==> src/rtl/dmem_miss_controller.sv <==
// MEM-stage data memory sequencer: stalls on any store or load miss, runs a write-through or a
// word-by-word line fill on the backing bus, then releases the stall for one DONE cycle.
module dmem_miss_controller #(
  parameter int WORDS_PER_LINE = 4,
  parameter int IDX_W          = $clog2(WORDS_PER_LINE)
) (
  input  logic             clk,
  input  logic             rst_n,
  input  logic             MEM_READ,
  input  logic             MEM_WRITE,
  input  logic [31:0]      ADDRESS,
  input  logic [31:0]      WRITE_DATA,
  input  logic             HIT,
  output logic             STALL,
  output logic             BUS_REQ,
  output logic             BUS_WE,
  output logic [31:0]      BUS_ADDR,
  output logic [31:0]      BUS_WDATA,
  input  logic             BUS_ACK,
  input  logic [31:0]      BUS_RDATA,
  output logic             FILL_EN,
  output logic [IDX_W-1:0] FILL_INDEX,
  output logic [31:0]      FILL_DATA,
  output logic             FILL_DONE,
  output logic [15:0]      MISS_COUNT
);

  localparam logic [1:0] ST_IDLE  = 2'd0;
  localparam logic [1:0] ST_WRITE = 2'd1;
  localparam logic [1:0] ST_FILL  = 2'd2;
  localparam logic [1:0] ST_DONE  = 2'd3;

  localparam logic [IDX_W-1:0] LAST_IDX  = IDX_W'(WORDS_PER_LINE - 1);
  localparam logic [IDX_W-1:0] IDX_ONE   = IDX_W'(1);
  localparam logic [31:0]      LINE_MASK = ~((32'd1 << (IDX_W + 2)) - 32'd1);

  logic [1:0]       state_q, state_d;
  logic             bus_req_q, bus_req_d;
  logic             bus_we_q, bus_we_d;
  logic [31:0]      bus_addr_q, bus_addr_d;
  logic [31:0]      bus_wdata_q, bus_wdata_d;
  logic [IDX_W-1:0] idx_q, idx_d;
  logic [15:0]      miss_count_q, miss_count_d;

  logic is_idle, is_write, is_fill;
  logic store_req, load_miss, fill_ack, last_word;

  assign is_idle   = (state_q == ST_IDLE);
  assign is_write  = (state_q == ST_WRITE);
  assign is_fill   = (state_q == ST_FILL);
  // A store wins over a simultaneous load (illegal encoding treated as a store).
  assign store_req = is_idle & MEM_WRITE;
  assign load_miss = is_idle & ~MEM_WRITE & MEM_READ & ~HIT;
  assign fill_ack  = is_fill & BUS_ACK;
  assign last_word = (idx_q == LAST_IDX);

  always_comb begin
    state_d      = state_q;
    bus_req_d    = bus_req_q;
    bus_we_d     = bus_we_q;
    bus_addr_d   = bus_addr_q;
    bus_wdata_d  = bus_wdata_q;
    idx_d        = idx_q;
    miss_count_d = miss_count_q;
    case (state_q)
      ST_IDLE: begin
        if (store_req) begin
          state_d     = ST_WRITE;
          bus_req_d   = 1'b1;
          bus_we_d    = 1'b1;
          bus_addr_d  = ADDRESS;
          bus_wdata_d = WRITE_DATA;
        end else if (load_miss) begin
          state_d    = ST_FILL;
          bus_req_d  = 1'b1;
          bus_we_d   = 1'b0;
          bus_addr_d = ADDRESS & LINE_MASK;
          idx_d      = '0;
          if (miss_count_q != 16'hFFFF) begin
            miss_count_d = miss_count_q + 16'd1;
          end
        end
      end
      ST_WRITE: begin
        if (BUS_ACK) begin
          state_d   = ST_DONE;
          bus_req_d = 1'b0;
        end
      end
      ST_FILL: begin
        if (BUS_ACK) begin
          if (last_word) begin
            state_d   = ST_DONE;
            bus_req_d = 1'b0;
            idx_d     = '0;
          end else begin
            idx_d      = idx_q + IDX_ONE;
            bus_addr_d = bus_addr_q + 32'd4;
          end
        end
      end
      ST_DONE: begin
        state_d = ST_IDLE;
      end
      default: begin
        state_d   = ST_IDLE;
        bus_req_d = 1'b0;
        idx_d     = '0;
      end
    endcase
  end

  // Reset abandons any partial fill; FILL_DONE never fired, so the line stays invalid.
  always_ff @(posedge clk or negedge rst_n) begin
    if (!rst_n) begin
      state_q      <= ST_IDLE;
      bus_req_q    <= 1'b0;
      bus_we_q     <= 1'b0;
      bus_addr_q   <= '0;
      bus_wdata_q  <= '0;
      idx_q        <= '0;
      miss_count_q <= '0;
    end else begin
      state_q      <= state_d;
      bus_req_q    <= bus_req_d;
      bus_we_q     <= bus_we_d;
      bus_addr_q   <= bus_addr_d;
      bus_wdata_q  <= bus_wdata_d;
      idx_q        <= idx_d;
      miss_count_q <= miss_count_d;
    end
  end

  // Stall is combinational so the pipeline cannot advance in the detect cycle.
  assign STALL      = store_req | load_miss | is_write | is_fill;
  assign BUS_REQ    = bus_req_q;
  assign BUS_WE     = bus_we_q;
  assign BUS_ADDR   = bus_addr_q;
  assign BUS_WDATA  = bus_wdata_q;
  assign FILL_EN    = fill_ack;
  assign FILL_INDEX = idx_q;
  assign FILL_DATA  = BUS_RDATA;
  assign FILL_DONE  = fill_ack & last_word;
  assign MISS_COUNT = miss_count_q;

endmodule

==> config.mk <==
export PLATFORM = sky130hd
export DESIGN_NAME = dmem_miss_controller
export DESIGN_NICKNAME = d
export VERILOG_FILES = /design/src/rtl/dmem_miss_controller.sv
export SDC_FILE = /design/constraint.sdc
export NUM_CORES = 1
export LEC_CHECK = 0
export CAP_MARGIN = 0
export CELL_PAD_IN_SITES_DETAIL_PLACEMENT = 0
export CELL_PAD_IN_SITES_GLOBAL_PLACEMENT = 2
export CORE_AREA = 4 4 154 156
export CTS_CLUSTER_SIZE = 40
export DETAILED_ROUTE_END_ITERATION = 8
export DIE_AREA = 0 0 158 160
export PLACE_DENSITY = 0.84
export REMOVE_ABC_BUFFERS = 1
export SETUP_SLACK_MARGIN = 0.3
export SLEW_MARGIN = 5
export SYNTH_ARGS = -nofsm -noshare
export SYNTH_HDL_FRONTEND = slang
export SYNTH_SLANG_ARGS = --single-unit
==> constraint.sdc <==
create_clock -name clk -period 2.1 [get_ports clk]
set_input_delay 0.315 -clock clk [delete_from_list [all_inputs] [get_ports clk]]
set_output_delay 0.315 -clock clk [all_outputs]
set_load 0.1 [all_outputs]
# After elaboration in Yosys (flattened, before gate mapping)

Cells that the tools add are included.

Word-level logic and storage cells: 69
Bits of input ports: 102
Register bits after elaboration: 86
Output and inout port bits: 119

Add/sub/neg operators: 3
Muxes and demuxes: 24
Reduce and logical (&&, ||, !) cells: 11
Eq/ne operators: 12
Bitwise gates (word level): 12

Operator list:

| operator                | count |
|---|---|
| $mux W32                | 4 |
| $pmux W32 S2            | 1 |
| $add A32 B3 Y32 const B | 1 |
| $mux W2                 | 9 |
| $add A16 B1 Y16 const B | 1 |
| $ne A16 B16 Y1 const B  | 1 |
| $reduce_and A4 Y1       | 4 |
| $ne A2 B2 Y1 const B    | 4 |
| $pmux W2 S4             | 1 |
| $mux W1                 | 7 |
| $and A1 B1 Y1           | 6 |
| $eq A2 B2 Y1 const B    | 3 |
| $reduce_and A5 Y1       | 1 |
| $ne A2 B1 Y1 const B    | 2 |
| $pmux W2 S2             | 1 |
| $reduce_and A2 Y1       | 2 |
| $reduce_bool A2 Y1      | 2 |
| $ne A3 B1 Y1 const B    | 1 |
| $not A1 Y1              | 3 |
| $or A1 B1 Y1            | 3 |
| $pmux W1 S3             | 1 |
| $reduce_bool A3 Y1      | 1 |
| $add A2 B1 Y2 const B   | 1 |
| $eq A2 B1 Y1 const B    | 1 |
| $logic_not A2 Y1        | 1 |

# Depth between registers and ports, before layout

Depth after elaboration: 7
Depth in mapped cells: 9
Gate-level depth less buffers: 6

# Least setup slack after synthesis

OpenSTA, ideal clock, no wires.

Path kind: flip-flop to flip-flop
Start point: reg bus_addr_q[2] (netlist: BUS_ADDR[2])
End point: reg bus_addr_q[16] (netlist: BUS_ADDR[16])
Setup time: 0.126 ns
Stages on the path, launching flop included: 6
Clock period less this slack: 2.673 ns
Data arrival time: 2.547 ns
Path buffers: 1
Path slack: -0.573 ns
Required time: 1.974 ns
Cell sequence: dfrtp_1 ha_1 nand3_2 or4_1 buf_2 a311o_1

Longest elaborated chain between the ends: 4

RTL lines:

| element                  | RTL line | text |
|---|---|---|
| start: declaration       | 40       | `logic [31:0] bus_addr_q, bus_addr_d;` |
| start signal: assignment | 127      | `bus_addr_q <= bus_addr_d;` |
| $add A32 B3 Y32          | 98       | `bus_addr_d = bus_addr_q + 32'd4;` |
| $mux W32                 | 92       | `if (last_word) begin` |
| $mux W32                 | 91       | `if (BUS_ACK) begin` |
| $pmux W32 S2             | 65       | `case (state_q)` |

Every way passes these cells. The select of a mux whose other input is x is not followed.
A chain may end at the register's enable or synchronous reset.

# Worst setup path in the final report

Start point: reg state_q[0]
End point: out STALL

Longest elaborated chain between the ends: 7
Elaborated cells on any way between the ends: 10
Those cells by class: eq/ne (2); bitwise (7); reduce/logical (1)

RTL lines:

| element                     | RTL line | text |
|---|---|---|
| start: declaration          | 37       | `logic [1:0] state_q, state_d;` |
| start signal: assignment    | 124      | `state_q <= state_d;` |
| $logic_not A2 Y1            | 48       | `assign is_idle = (state_q == ST_IDLE);` |
| $and A1 B1 Y1 (3 in series) | 53       | `assign load_miss = is_idle & ~MEM_WRITE & MEM_READ & ~HIT;` |
| $or A1 B1 Y1 (2 in series)  | 135      | `assign STALL = store_req \| load_miss \| is_write \| is_fill;` |
| $or A1 B1 Y1 (*)            | 135      |  |
| end: declaration            | 14       | `output logic STALL,` |

Every way passes the cells marked *; elsewhere a longest branch is shown, timed or not.

==> impl_results.md <==
- Status: finished, violations left
- Violated checks: setup timing
- Setup Viol. Count Final: 3
- First-pass GRT wire length: 28,100 µm
- EDFF count, synth: 0
- IO Port Bufs: 156
- Fill count: 2,212
- Core area: 0.0224 mm²
- Worst-path clk slew: 0.07 ns
- Post-layout min period: 2.23 ns
- Yosys top cell area share: 44.1%
- CP Capture Type: output pin
- Placer Congestion: 0.774
- RSZ-0062 raised after global routing: yes
- Vias per cell: 4.77
- Max frequency: 448 MHz
- Count leader, synth: dfrtp_1
- Placed Cells incl. Taps: 930
- CTS Buffer Depth: 2
- Fraction of registers with async set/reset: 100%
- Worst Clk Skew: 0.0130 ns
- Layout Nets: 798
- Setup WS pre-CTS: -0.0615 ns
- Synth unique cells: 60
- Clock Sinks: 86
- Post-DP HPWL: 13,200 µm
- Max-Slew Margin vs Limit: 63.6%
- Post-Syn Area per Cell: 9.95 µm²
- GRT overflow: 0
- CP cell instances: inv_4, buf_12, ha_4, buf_6, or4_4, buf_12
- Worst-margin pin slew: 0.541 ns
- CP Max Fanout: 2
- Die height: 160 µm
- Clock Latency Late Sink: 0.35 ns
- Area contributors post-synth: dfrtp_1 44%, mux2_2 8.5%, buf_4 4.9%, nand2_1 3.0%, nand3_1 2.5%
- Via count: 4,652
- Pins Over Slew Limit: 0
- CP delay by family, top: simple AND/OR/NAND/NOR gates
- Setup CP Type: reg2out
- Top FF cell, synth: dfrtp_1
- Slowest CP cell: or4_4
- First drt pass iteration count: 4
- Max Cap Viol: 0
- Ports: 221
- Full die area: 0.0253 mm²
- Warnings from Yosys: 0
- Top cells by count, synth: 86 x dfrtp_1, 39 x nand2_1, 37 x mux2_2
- Critical path launch point type: flip-flop
- Iter 0 DRT Violations: 271
- WL/cell: 19.4 µm
- Initial antenna violation count: 2
- Total Wirelength: 18,900 µm
- Tot GR Track Use: 14.3%
- Seq cells post-synth: 86
- Chip width: 158 µm
- CTS Buf Count: 9
- Worst Path Required: 1.78 ns
- Critical path's most frequent cell: buf_12
- WP buf/inv: 4
- DRT antenna net count: 0
- Root Driver: clkbuf_16
- Gate Count Post-Synth: 490
- Finished Layout Cells: 976
- Number of global-route vias before repair: 4,738
- Share of cells above drive strength 1: 45.2%
- Cell taking the most area after synthesis: dfrtp_1
- WP data arrival: 1.92 ns
- Hold Path Class: in2async
- Final worst slack: -0.133 ns
- Starting Density: 21.8%
- Cell Area, Synth: 0.00488 mm²
- H-Tree Depth: 3
- Residual DRC count: 0
- Slowest stage delay, CP: 0.54 ns
- CTS tree: yes
- Final hold violation count: 0
- # rows: 55
- Final period util: 106%
- Register area share after synthesis: 44.1%
- Largest net degree at the start of global routing: 34
- Layout area overhead: 64.5%
- Antenna diode count: 0
==> worst reg2reg max path, delay by kind of cell (launching register included) <==
family	cells	cell delay (ns)
fa+ha+maj	1	0.15
flops	1	0.39
buf+inv	5	0.60
compound gates	3	0.59
simple gates	1	0.26
==> metal layers <==
| metal | track usage (%) | wire, µm | vias to the layer above |
|---|---|---|---|
| met3 | 5.50 | 1290 | 25 |
| met1 | 18.2 | 8260 | 2310 |
| met5 | 0 | 21 | - |
| met2 | 22.4 | 8970 | 124 |
| met4 | 4.34 | 333 | 4 |
| li1 | - | - | 2189 |
==> final timing paths <==
path / from / slack [ns] / cells past startpoint / to
worst max-delay path: state_q[0] / -0.13 / 6 / STALL
worst min-delay path: rst_n / 0.46 / 2 / BUS_WDATA[26]
worst max register to register: state_q[0] / -0.04 / 10 / BUS_ADDR[14]
worst min register to register: MISS_COUNT[9] / 0.50 / 1 / MISS_COUNT[9]
max in group asynchronous: rst_n / 1.11 / 3 / BUS_ADDR[14]
min in group clk: MISS_COUNT[9] / 0.50 / 1 / MISS_COUNT[9]
==> area by class of cell <==
type                            instances  area (µm²)  share of cell area [%]
Clock buffer                            9         225                    2.81
Inverter                               10        43.8                   0.546
Tap cell                              285         357                    4.45
Sequential cell                        86        2150                    26.8
Timing Repair Buffer                  243        2280                    28.4
Clock inverter                          6        68.8                   0.858
Multi-Input combinational cell        337        2900                    36.1
==> cell families after synthesis <==
group                      synth area share, %
AOI/OAI and AO/OA                         12.1
xor gates and xnor gates                  1.80
adders and majority gates                 2.31
buffers and inverters                     7.88
DFF                                       44.1
muxes                                     9.57
and+or+nand+nor                           22.3
==> cells in the final DEF, fill, tap and decap left out, types with 10 or more instances in the layout <==
master	netlist	routed
buf_4	32	142
dfrtp_1	86	85
clkdlybuf4s50_1	0	68
nand2_1	39	37
mux2_2	37	34
nand3_1	24	21
nor2_1	19	17
nand4_1	14	14
buf_6	0	14
buf_12	0	12
clkbuf_16	0	11
nor3_1	17	10
==> state kept, by name (all words and copies together) (netlist names) <==
signal	flops
BUS_REQ	1
BUS_WDATA	32
state_q	2
FILL_INDEX	2
MISS_COUNT	16
BUS_ADDR	32
BUS_WE	1
==> what timing repair did <==
action | CTS | global route
cloned | 4 | 2
resized for setup | 63 | 72
setup endpoints to repair | 48 | 50
pin swaps | 23 | 34
buffers inserted | 14 | 10
hold buffers | 1 | 0
hold endpoints to repair | 29 | 0
==> per-stage QoR <==
| step | util (%) | hold slack, ns | area (µm²) | setup TNS [ns] |
|---|---|---|---|---|
| floorplan | - | 0.0194 | 4530 | -32.89 |
| global placement | 30.3 | 0.305 | 6780 | -0.343 |
| detailed placement | 30.3 | 0.305 | 6780 | -0.592 |
| CTS | 33.6 | 0.479 | 7510 | -0.155 |
| global route | 35.9 | 0.492 | 8020 | -0.871 |
| finish | 35.9 | 0.461 | 8020 | -0.177 |
Power is not shown: default switching activity piles up to over one toggle a cycle in this logic, so the estimate is an artifact.
